File: src/rtl/serial_frame_tx_if.sv
// Handshake and serial-line bundle for serial_frame_tx.
// master = word producer, slave = the transmitter.
interface serial_frame_tx_if #(
  parameter int unsigned WIDTH = 8
);
  logic [WIDTH-1:0] din;
  logic             LR;
  logic             valid;
  logic             ready;
  logic             SO;
  logic             SO_en;
  logic             bit_stb;
  logic             done;

  modport master (
    output din, LR, valid,
    input  ready, SO, SO_en, bit_stb, done
  );

  modport slave (
    input  din, LR, valid,
    output ready, SO, SO_en, bit_stb, done
  );
endinterface

File: src/rtl/serial_frame_tx.sv
// Parallel-to-serial frame transmitter with selectable bit order and a clock divider
// setting the bit period; bit_stb marks the last cycle of each bit.
module serial_frame_tx #(
  parameter int unsigned WIDTH = 8,
  parameter int unsigned DIV   = 4
) (
  input logic              clk,
  input logic              rst,
  serial_frame_tx_if.slave bus
);

  localparam int unsigned DivW = (DIV > 1) ? $clog2(DIV) : 1;
  localparam int unsigned CntW = $clog2(WIDTH);
  localparam logic [DivW-1:0] DivLast = DivW'(DIV - 1);
  localparam logic [CntW-1:0] BitLast = CntW'(WIDTH - 1);

  typedef enum logic [1:0] {StIdle, StShift, StDone} state_e;

  state_e           st_q, st_d;
  logic [WIDTH-1:0] shreg_q, shreg_d;
  logic             lr_q, lr_d;
  logic [DivW-1:0]  div_q, div_d;
  logic [CntW-1:0]  bit_q, bit_d;
  logic             stb;

  always_comb begin
    st_d    = st_q;
    shreg_d = shreg_q;
    lr_d    = lr_q;
    div_d   = div_q;
    bit_d   = bit_q;
    stb     = 1'b0;
    unique case (st_q)
      StIdle: begin
        if (bus.valid) begin
          shreg_d = bus.din;
          lr_d    = bus.LR;
          div_d   = '0;
          bit_d   = '0;
          st_d    = StShift;
        end
      end
      StShift: begin
        stb = (div_q == DivLast);
        if (stb) begin
          div_d   = '0;
          bit_d   = bit_q + 1'b1;
          // Move the next frame bit toward whichever end drives SO.
          shreg_d = lr_q ? (shreg_q >> 1) : (shreg_q << 1);
          if (bit_q == BitLast) begin
            st_d = StDone;
          end
        end else begin
          div_d = div_q + 1'b1;
        end
      end
      StDone: begin
        st_d = StIdle;
      end
      default: begin
        st_d = StIdle;
      end
    endcase
  end

  always_ff @(posedge clk) begin
    if (rst) begin
      st_q    <= StIdle;
      shreg_q <= '0;
      lr_q    <= 1'b0;
      div_q   <= '0;
      bit_q   <= '0;
    end else begin
      st_q    <= st_d;
      shreg_q <= shreg_d;
      lr_q    <= lr_d;
      div_q   <= div_d;
      bit_q   <= bit_d;
    end
  end

  // ready is the only output that looks at rst, so nothing is accepted while it is held.
  assign bus.ready   = (st_q == StIdle) && !rst;
  assign bus.SO_en   = (st_q == StShift);
  assign bus.SO      = (st_q == StShift) ? (lr_q ? shreg_q[0] : shreg_q[WIDTH-1]) : 1'b0;
  assign bus.bit_stb = stb;
  assign bus.done    = (st_q == StDone);

endmodule

File: src/flat_wrapper.sv
// flat-port wrapper written by rule: the top's interface ports become plain ports
module serial_frame_tx_flat 
#(
  parameter int unsigned WIDTH = 8,
  parameter int unsigned DIV   = 4
)
  (clk, rst, bus_din, bus_LR, bus_valid, bus_ready, bus_SO, bus_SO_en, bus_bit_stb, bus_done);
  serial_frame_tx_if #(.WIDTH(WIDTH)) bus_i ();
  input logic clk;
  input logic rst;
  input wire logic [$bits(bus_i.din)-1:0] bus_din;
  input wire logic [$bits(bus_i.LR)-1:0] bus_LR;
  input wire logic [$bits(bus_i.valid)-1:0] bus_valid;
  output wire logic [$bits(bus_i.ready)-1:0] bus_ready;
  output wire logic [$bits(bus_i.SO)-1:0] bus_SO;
  output wire logic [$bits(bus_i.SO_en)-1:0] bus_SO_en;
  output wire logic [$bits(bus_i.bit_stb)-1:0] bus_bit_stb;
  output wire logic [$bits(bus_i.done)-1:0] bus_done;
  assign bus_i.din = bus_din;
  assign bus_i.LR = bus_LR;
  assign bus_i.valid = bus_valid;
  assign bus_ready = bus_i.ready;
  assign bus_SO = bus_i.SO;
  assign bus_SO_en = bus_i.SO_en;
  assign bus_bit_stb = bus_i.bit_stb;
  assign bus_done = bus_i.done;
  serial_frame_tx #(.WIDTH(WIDTH), .DIV(DIV)) u_core (.clk(clk), .rst(rst), .bus(bus_i));
endmodule
File: config.mk
export PLATFORM = sky130hd
export DESIGN_NAME = serial_frame_tx_flat
export DESIGN_NICKNAME = d
export VERILOG_FILES = /design/src/rtl/serial_frame_tx_if.sv /design/src/rtl/serial_frame_tx.sv /design/src/flat_wrapper.sv
export SDC_FILE = /design/constraint.sdc
export NUM_CORES = 1
export LEC_CHECK = 0
export BUFFER_PORTS_ARGS = -buffer_cell sky130_fd_sc_hd__buf_2
export CORE_ASPECT_RATIO = 0.9
export CORE_UTILIZATION = 53
export DETAILED_ROUTE_END_ITERATION = 10
export GPL_TIMING_DRIVEN = 0
export PLACE_DENSITY = 0.79
export RECOVER_POWER = 50
export SKIP_LAST_GASP = 1
export SLEW_MARGIN = 15
export SYNTH_ARGS = -nofsm -noshare
export SYNTH_HDL_FRONTEND = slang
export SYNTH_SLANG_ARGS = --single-unit
File: constraint.sdc
create_clock -name clk -period 1.6 [get_ports clk]
set_input_delay 0.16 -clock clk [delete_from_list [all_inputs] [get_ports clk]]
set_output_delay 0.16 -clock clk [all_outputs]
set_load 0.005 [all_outputs]
==> results.json, run 1 <==
{
  "hp-class": "in2reg",
  "routed_wl_um": 1890,
  "grt_start_max_net_pins": 11,
  "dp_hpwl_um": 1390,
  "placed_area_um2": 1000,
  "grt_pass1_vias": 660,
  "htreeDepth": 1,
  "synth_cell_types": 28,
  "vdd_drop_max_uv": 587,
  "die_height_um": 41.0,
  "syn-num-nets": 106,
  "min_period_ns": 1.51,
  "clkPwrFrac": 0.267,
  "numCtsBuffers": 3,
  "fin_cells": 133,
  "ys_seq_area_frac": 0.358,
  "netlist_area_um2": 895,
  "yosysWarnings": 0,
  "grt_util_all_layers": 0.237,
  "viasPerCell": 5.65,
  "r2r_start": "u_core.div_q[0]",
  "fin_crit_sh": 0.944,
  "clock_sinks": 16,
  "startpoint": "u_core.div_q[0]",
  "num_vias": 751,
  "drc_errors": 0,
  "areaGrowthSynthToFinish_pct": 15.8,
  "p_sw_frac": 0.280,
  "fp.dieW_um": 45.3,
  "tightest_slew_ns": 0.453,
  "crit_path_end_kind": "register",
  "drive_above_1_share": 0.315,
  "total_leakage_power_nw": 0.411,
  "grt_first_pass_wirelength_um": 2920,
  "fin_skew_ns": 0.0109,
  "combPwrFrac": 0.197,
  "crit_path_max_fanout": 8,
  "worstSetupPathType": "reg2reg",
  "clock_latency_ns": 0.29,
  "status": "finished clean",
  "first_pass_iters": 4,
  "cts_max_path_buffers": 2,
  "final_cell_mix": "buf_2, dfxtp_1, a21oi_1, nor2_1, mux2i_1",
  "slew_headroom": 0.698,
  "postSynthAreaPerCell_um2": 9.83,
  "dieArea_um2": 1860,
  "ios": 17,
  "placed_cells": 129,
  "stdcell_area_um2": 1040,
  "grt-ovfl-total": 0,
  "rows": 13,
  "layout_commonest_cell": "buf_2",
  "hold_violations": 0,
  "drt-initial-drc-count": 19,
  "slew_violations": 0,
  "seq_power_share": 0.537,
  "arrival_ns": 1.67,
  "cts-root-buf": "clkbuf_4",
  "fmax_mhz": 662,
  "grt_antenna_before_repair": 0,
  "place_congestion": 0.762,
  "antenna_left": 0,
  "cts_tree": "done",
  "drv_cap": 0,
  "r2r_slack_ns": 0.09,
  "hold_path_startpoint": "bus_LR",
  "ys_ff_latch": 16,
  "setup_viol": 0,
  "io_buffer_count": 16,
  "switching_power_w": 0.000227,
  "clk_pin_slew_worst_paths_ns": 0.10,
  "nets": 128,
  "diodes": 0,
  "required_ns": 1.76,
  "core_um2": 1510,
  "initial_core_util": 0.591,
  "setup_tns_ns": 0,
  "wl_per_cell_um": 14.2,
  "pwr_density_cell_nw_per_um2": 781,
  "setup.worst_path.start_class": "register",
  "n_fill_cell": 142,
  "rsz0062_at_grt": "no",
  "netlist_instances": 91,
  "internal-power_w": 0.000582
}
-- cell usage after synthesis --
master | instances | area (um2)
mux2i_1 | 8 | 80.1
nor2_1 | 10 | 37.5
o21ai_0 | 2 | 10.0
clkbuf_1 | 2 | 7.51
ha_1 | 3 | 37.5
and3_1 | 1 | 6.26
a2111oi_4 | 2 | 55.1
and4b_1 | 1 | 10.0
nand3b_1 | 1 | 7.51
mux2_4 | 1 | 15.0
and4bb_2 | 1 | 12.5
nor4_1 | 1 | 6.26
a22o_1 | 6 | 52.6
buf_2 | 2 | 10.0
nor3_4 | 1 | 16.3
nor3b_1 | 1 | 7.51
buf_6 | 1 | 11.3
o21ai_1 | 3 | 15.0
a21oi_1 | 13 | 65.1
nand2_1 | 2 | 7.51
nand2b_4 | 1 | 13.8
inv_2 | 2 | 7.51
dfxtp_1 | 16 | 320
or3_1 | 1 | 6.26
a21oi_4 | 1 | 16.3
nand4_1 | 2 | 12.5
mux2i_4 | 1 | 22.5
nor3_1 | 5 | 25.0
-- cells by family after synthesis --
logic type      count (synthesis)  share of synthesized area
flops                          16                      0.358
simple gates                   28                      0.189
mux                            10                      0.131
fa+ha+maj                       3                     0.0420
compound gates                 27                      0.239
buf+inv                         7                     0.0406
-- path summary, 6_finish.rpt --
path                       end  cells after the start
max          u_core.shreg_q[0]                      5
min                u_core.lr_q                      3
max reg2reg  u_core.shreg_q[0]                      5
min reg2reg    u_core.div_q[1]                      2
-- flip-flops by register name, summed over array words and instances, names as in the netlist --
signal,count
u_core.lr_q,1
u_core.st_q,2
u_core.shreg_q,8
u_core.bit_q,3
u_core.div_q,2
-- timing repair --
action / CTS / global route
buffers inserted: 1 / 0
gates resized for setup: 0 / 4
setup endpoints to repair: 1 / 5
hold buffers: 0 / 0
-- critical path, cell delays in order, from the launching register on --
cell	delay, ns
dfxtp_1	0.36
ha_2	0.29
mux2i_4	0.10
clkbuf_2	0.22
a2111oi_4	0.34
nor3_1	0.07
-- area by class of cell --
cell class / instances / area, um2 / area share
Multi-Input combinational cell: 68 / 541 / 0.522
Sequential cell: 16 / 320 / 0.309
Timing Repair Buffer: 17 / 85.1 / 0.0821
Buffer: 5 / 32.5 / 0.0314
Tap cell: 22 / 27.5 / 0.0266
Clock buffer: 3 / 22.5 / 0.0217
Inverter: 2 / 7.51 / 0.00725
-- power groups by stage --
| stage | registers (W) | logic (W) | clock network (W) |
|---|---|---|---|
| 2_1_floorplan | 0.000439 | 0.000113 | 0 |
| 3_3_place_gp | 0.000442 | 0.000151 | 0 |
| 3_5_place_dp | 0.000443 | 0.000156 | 0 |
| 4_1_cts | 0.000434 | 0.000160 | 0.000216 |
| 5_1_grt | 0.000436 | 0.000173 | 0.000231 |
| 6_report | 0.000434 | 0.000159 | 0.000216 |
-- per-layer routing --
| layer | GRT usage | wire length, um | share of wire |
|---|---|---|---|
| met2 | 0.348 | 834 | 0.44 |
| met5 | 0 | 0 | 0 |
| met1 | 0.333 | 942 | 0.50 |
| met3 | 0.0264 | 66 | 0.035 |
| met4 | 0.144 | 44 | 0.023 |
-- stage by stage --
step                      worst slack (ns)  power, W  hold WS [ns]  utilization
after CTS                           0.0575  0.000809         0.115        0.682
after global routing              0.000701  0.000840         0.165        0.685
after global placement               0.166  0.000593         0.404        0.663
after detailed placement             0.144  0.000600         0.416        0.663
final                               0.0898  0.000809         0.110        0.685
after floorplan                      0.310  0.000551         0.237            -
(Power assumes the default switching activity.)
==> run 2: changes to the inputs <==
- SETUP_SLACK_MARGIN: not set -> 0.3
==> run 2 against run 1 <==
  * Routed wire length grew 7.3%
  * Combinational power up 17%
  * Largest power group unchanged
  * Clock skew shrank 0.0041 ns
==> results.json, run 2 (same netlist as run 1, synthesis figures left out) <==
{
  "fp.dieW_um": 45.3,
  "clk_pin_slew_worst_paths_ns": 0.09,
  "final_cell_mix": "buf_2, a21oi_1, dfxtp_1, nor2_1, buf_4",
  "tightest_slew_ns": 0.489,
  "ios": 17,
  "status": "finished clean",
  "largest_register_ffs": 8,
  "setup_tns_ns": 0,
  "top_register": "u_core.shreg_q",
  "cts_max_path_buffers": 2,
  "nets": 136,
  "htreeDepth": 1,
  "cp.depth": 4,
  "io_buffer_count": 16,
  "rsz0062_at_grt": "yes",
  "drive_above_1_share": 0.403,
  "drt-initial-drc-count": 16,
  "initial_core_util": 0.591,
  "total_leakage_power_nw": 0.466,
  "rows": 13,
  "diodes": 0,
  "fmax_mhz": 699,
  "setup.worst_path.start_class": "register",
  "vdd_drop_max_uv": 589,
  "top_regs": "u_core.shreg_q x8, u_core.bit_q x3",
  "antenna_left": 0,
  "dp_hpwl_um": 1390,
  "required_ns": 1.44,
  "viasPerCell": 5.70,
  "hold_buffers": 0,
  "first_pass_iters": 4,
  "arrival_ns": 1.27,
  "areaGrowthSynthToFinish_pct": 28.5,
  "numCtsBuffers": 3,
  "crit_path_max_fanout": 9,
  "wl_per_cell_um": 14.4,
  "cts_tree": "done",
  "setup_viol": 0,
  "slew_headroom": 0.674,
  "dieArea_um2": 1860,
  "r2r_slack_ns": 0.24,
  "die_height_um": 41.0,
  "placed_cells": 129,
  "max_stage_delay_ns": 0.35,
  "worstSetupPathType": "reg2out",
  "routed_wl_um": 2020,
  "clock_latency_ns": 0.29,
  "grt_start_max_net_pins": 11,
  "slew_violations": 0,
  "drc_errors": 0,
  "grt_util_all_layers": 0.247,
  "crit_buf_inv": 3,
  "hp-class": "in2reg",
  "core_um2": 1510,
  "crit_path_end_kind": "primary output",
  "place_congestion": 0.762,
  "clock_sinks": 16,
  "grt_pass1_vias": 671,
  "fin_skew_ns": 0.00675,
  "fin_crit_sh": 0.894,
  "grt_first_pass_wirelength_um": 3070,
  "hold_violations": 0,
  "fin_cells": 141,
  "ff2ff_path_depth": 5,
  "crit_path_top_delay_cell": "dfxtp_1",
  "drv_cap": 0,
  "grt-ovfl-total": 0,
  "crit_chain": "buf_8 -> nand2b_4 -> inv_1 -> buf_2",
  "min_period_ns": 1.43,
  "grt_antenna_before_repair": 0,
  "num_vias": 804,
  "path_delay_family": "buffers and inverters",
  "cts-root-buf": "clkbuf_4",
  "layout_commonest_cell": "buf_2",
  "pwr_density_cell_nw_per_um2": 724,
  "hold_depth": 3
}
-- run 2: cell types whose count changed in the layout (fill, tap and decap cells not counted), sizes merged --
cell / before / now
clkbuf: 7 / 5
buf: 18 / 28
-- run 2: power breakdown --
| part | internal, W | switching [W] | total, W |
|---|---|---|---|
| Combinational | 0.0000958 | 0.0000899 | 0.000186 |
| Clock | 0.0000875 | 0.000124 | 0.000211 |
| Sequential | 0.000418 | 0.0000173 | 0.000436 |
-- run 2: final cells by class --
class	count	area (um2)
timing repair buffer	25	148
tap	22	27.5
fill	122	363
buffer	5	56.3
inverter	2	7.51
multi-input combinational	68	561
sequential	16	328
clock buffer	3	22.5
-- run 2: what timing repair did --
| item | 4_1_cts | 5_1_grt |
|---|---|---|
| hold endpoints to repair | 0 | 0 |
| resized for setup | 15 | 5 |
| cloned | 0 | 0 |
| setup endpoints to repair | 16 | 12 |
| buffers inserted | 4 | 5 |
| pin swaps | 1 | 2 |
-- run 2: path summary, 6_finish.rpt --
kind / startpoint / endpoint
setup reg to reg: u_core.st_q[0] / u_core.shreg_q[0]
hold reg to reg: u_core.bit_q[1] / u_core.bit_q[1]
hold / removal: bus_LR / u_core.lr_q
setup / recovery: u_core.st_q[0] / bus_SO_en
-- run 2: layer usage --
layer / part of all wire / global-route usage
met1: 0.48 / 0.347
met2: 0.45 / 0.373
met3: 0.054 / 0.0264
met4: 0.020 / 0.136
met5: 0 / 0
-- run 2: per-stage QoR --
step | util | hold slack, ns | area [um2] | setup slack (ns) | power, W
2_1_floorplan | - | 0.237 | 895 | 0.310 | 0.000551
3_3_place_gp | 0.663 | 0.404 | 1000 | 0.166 | 0.000593
3_5_place_dp | 0.663 | 0.416 | 1000 | 0.144 | 0.000600
4_1_cts | 0.728 | 0.115 | 1100 | 0.255 | 0.000826
5_1_grt | 0.760 | 0.165 | 1150 | 0.111 | 0.000868
6_report | 0.760 | 0.121 | 1150 | 0.170 | 0.000833
-- run 2: worst register-to-register path: cells and delay by family, from the launching register on --
family | cells | cell delay (ns)
AOI/OAI and AO/OA | 1 | 0.32
buffers and inverters | 2 | 0.32
DFF | 1 | 0.33
muxes | 1 | 0.19
and+or+nand+nor | 1 | 0.08
==> run 3: changes to the inputs <==
==> constraint.sdc (replaced) <==
create_clock -name clk -period 1.6 [get_ports clk]
set_input_delay 0.24 -clock clk [delete_from_list [all_inputs] [get_ports clk]]
set_output_delay 0.24 -clock clk [all_outputs]
set_load 0.005 [all_outputs]
==> run 3 against run 2 <==
  * Routed wire length increased by 16%
  * Via count is 5.6% higher
  * Final cell count grew 1.4%
  * Largest power group unchanged
==> results.json, run 3 (same netlist as run 1, synthesis figures left out) <==
{
  "placed_area_um2": 1000,
  "fp.dieW_um": 45.3,
  "grt_util_all_layers": 0.282,
  "cts_max_path_buffers": 2,
  "switching_power_w": 0.000248,
  "tightest_slew_ns": 0.513,
  "cts_tree": "done",
  "clock_latency_ns": 0.30,
  "min_period_ns": 1.48,
  "clk_pin_slew_worst_paths_ns": 0.10,
  "antenna_left": 0,
  "core_um2": 1510,
  "numCtsBuffers": 3,
  "diodes": 0,
  "layout_commonest_cell": "buf_2",
  "fin_crit_sh": 0.922,
  "fmax_mhz": 678,
  "dp_hpwl_um": 1390,
  "grt_start_max_net_pins": 11,
  "nets": 138,
  "slew_violations": 0,
  "crit_path_top_delay_cell": "dfxtp_1",
  "htreeDepth": 1,
  "status": "finished clean",
  "cp.depth": 3,
  "hold_violations": 0,
  "slew_headroom": 0.658,
  "hold_depth": 3,
  "drv_cap": 0,
  "r2r_start": "u_core.st_q[0]",
  "drt-initial-drc-count": 30,
  "top_regs": "u_core.shreg_q x8, u_core.bit_q x3",
  "vdd_drop_max_uv": 549,
  "ios": 17,
  "max_stage_delay_ns": 0.40,
  "crit_chain": "nand2b_4 -> clkinvlp_2 -> buf_2",
  "p_sw_frac": 0.290,
  "combPwrFrac": 0.226,
  "first_pass_iters": 4,
  "total_leakage_power_nw": 0.465,
  "setup.worst_path.start_class": "register",
  "drive_above_1_share": 0.413,
  "grt_antenna_before_repair": 0,
  "hold_path_startpoint": "bus_LR",
  "clock_sinks": 16,
  "fin_skew_ns": 0.0121,
  "wl_per_cell_um": 16.4,
  "top_register": "u_core.shreg_q",
  "n_fill_cell": 121,
  "arrival_ns": 1.24,
  "path_delay_family": "flip-flops",
  "rsz0062_at_grt": "yes",
  "die_height_um": 41.0,
  "grt_pass1_vias": 710,
  "internal-power_w": 0.000605,
  "rows": 13,
  "setup_viol": 0,
  "timing.rr.end": "u_core.shreg_q[0]",
  "areaGrowthSynthToFinish_pct": 29.9,
  "dieArea_um2": 1860,
  "whs_endpoint": "u_core.lr_q",
  "grt_first_pass_wirelength_um": 3420,
  "largest_register_ffs": 8,
  "clkPwrFrac": 0.259,
  "crit_path_max_fanout": 6,
  "final_cell_mix": "buf_2, a21oi_1, dfxtp_1, buf_4, nor2_1",
  "stdcell_area_um2": 1160,
  "io_buffer_count": 16,
  "worstSetupPathType": "reg2out",
  "setup_tns_ns": 0,
  "seq_power_share": 0.514,
  "initial_core_util": 0.591,
  "r2r_slack_ns": 0.16,
  "num_vias": 849,
  "routed_wl_um": 2340,
  "hp-class": "in2reg",
  "grt-ovfl-total": 0,
  "crit_buf_inv": 2,
  "ff2ff_path_depth": 5,
  "required_ns": 1.36,
  "drc_errors": 0,
  "viasPerCell": 5.94,
  "cts-root-buf": "clkbuf_4",
  "crit_path_end_kind": "primary output",
  "place_congestion": 0.762,
  "pwr_density_cell_nw_per_um2": 734
}
[run 3: changes by cell type in the layout (fill, tap and decap cells not counted)]
cell        change
buf_2           +1
buf_4           +1
buf_6           -1
clkbuf_1        +1
clkinvlp_2      +1
dfxtp_1         +1
dfxtp_4         -1
inv_1           -1
inv_2           -1
inv_4           +1
nor2_1          -1
nor2_4          +1
o21ai_0         -1
o21ai_1         +1
[run 3: worst min-delay path: stages]
cell,delay [ns]
buf_2,0.07
mux2i_1,0.06
nor2_1,0.08
[run 3: stage by stage]
stage / utilization / power (W) / std cells / worst slack, ns / hold WS, ns
floorplan: - / 0.000551 / 91 / 0.310 / 0.317
global placement: 0.663 / 0.000593 / 129 / 0.157 / 0.467
detailed placement: 0.663 / 0.000600 / 129 / 0.139 / 0.475
CTS: 0.759 / 0.000834 / 142 / 0.175 / 0.195
global route: 0.768 / 0.000879 / 143 / 0.0973 / 0.244
finish: 0.768 / 0.000853 / 143 / 0.124 / 0.188
[run 3: power groups by stage]
stage                     Sequential, W  Combinational, W  Clock (W)
after floorplan                0.000439          0.000113          0
after global placement         0.000442          0.000151          0
after detailed placement       0.000443          0.000156          0
after CTS                      0.000435          0.000183   0.000216
after global routing           0.000440          0.000207   0.000233
final                          0.000438          0.000193   0.000221
[run 3: metal layers]
metal / share of wire / vias up / track usage / wire length, um
met3: 0.072 / 9 / 0.0264 / 168
met2: 0.47 / 45 / 0.442 / 1100
met1: 0.43 / 393 / 0.393 / 1000
met4: 0.031 / 0 / 0.136 / 72
li1: - / 402 / - / -
met5: 0 / - / 0 / 0
[run 3: area by class of cell]
| cell class | instances | area [um2] | share of cell area |
|---|---|---|---|
| flip-flops and latches | 16 | 324 | 0.279 |
| clock buffers | 3 | 22.5 | 0.0194 |
| inverters | 2 | 11.3 | 0.00969 |
| plain buffers | 5 | 52.6 | 0.0452 |
| multi-input cells | 68 | 568 | 0.489 |
| repair buffers | 27 | 156 | 0.135 |
| well taps | 22 | 27.5 | 0.0237 |
[run 3: worst max path at each step]
stage | startpoint | endpoint
2_1_floorplan | u_core.div_q[0] | u_core.shreg_q[6]
3_3_place_gp | u_core.div_q[0] | bus_bit_stb
3_5_place_dp | u_core.div_q[0] | bus_bit_stb
4_1_cts | u_core.st_q[0] | bus_ready
5_1_grt | u_core.st_q[0] | u_core.shreg_q[5]
6_report | u_core.st_q[1] | bus_SO_en
[run 3: timing repair]
action / in CTS / in global routing
endpoints found under the setup margin: 16 / 12
hold buffers: 0 / 0
buffers inserted: 10 / 1
resized for setup: 16 / 7
pin swaps: 2 / 1
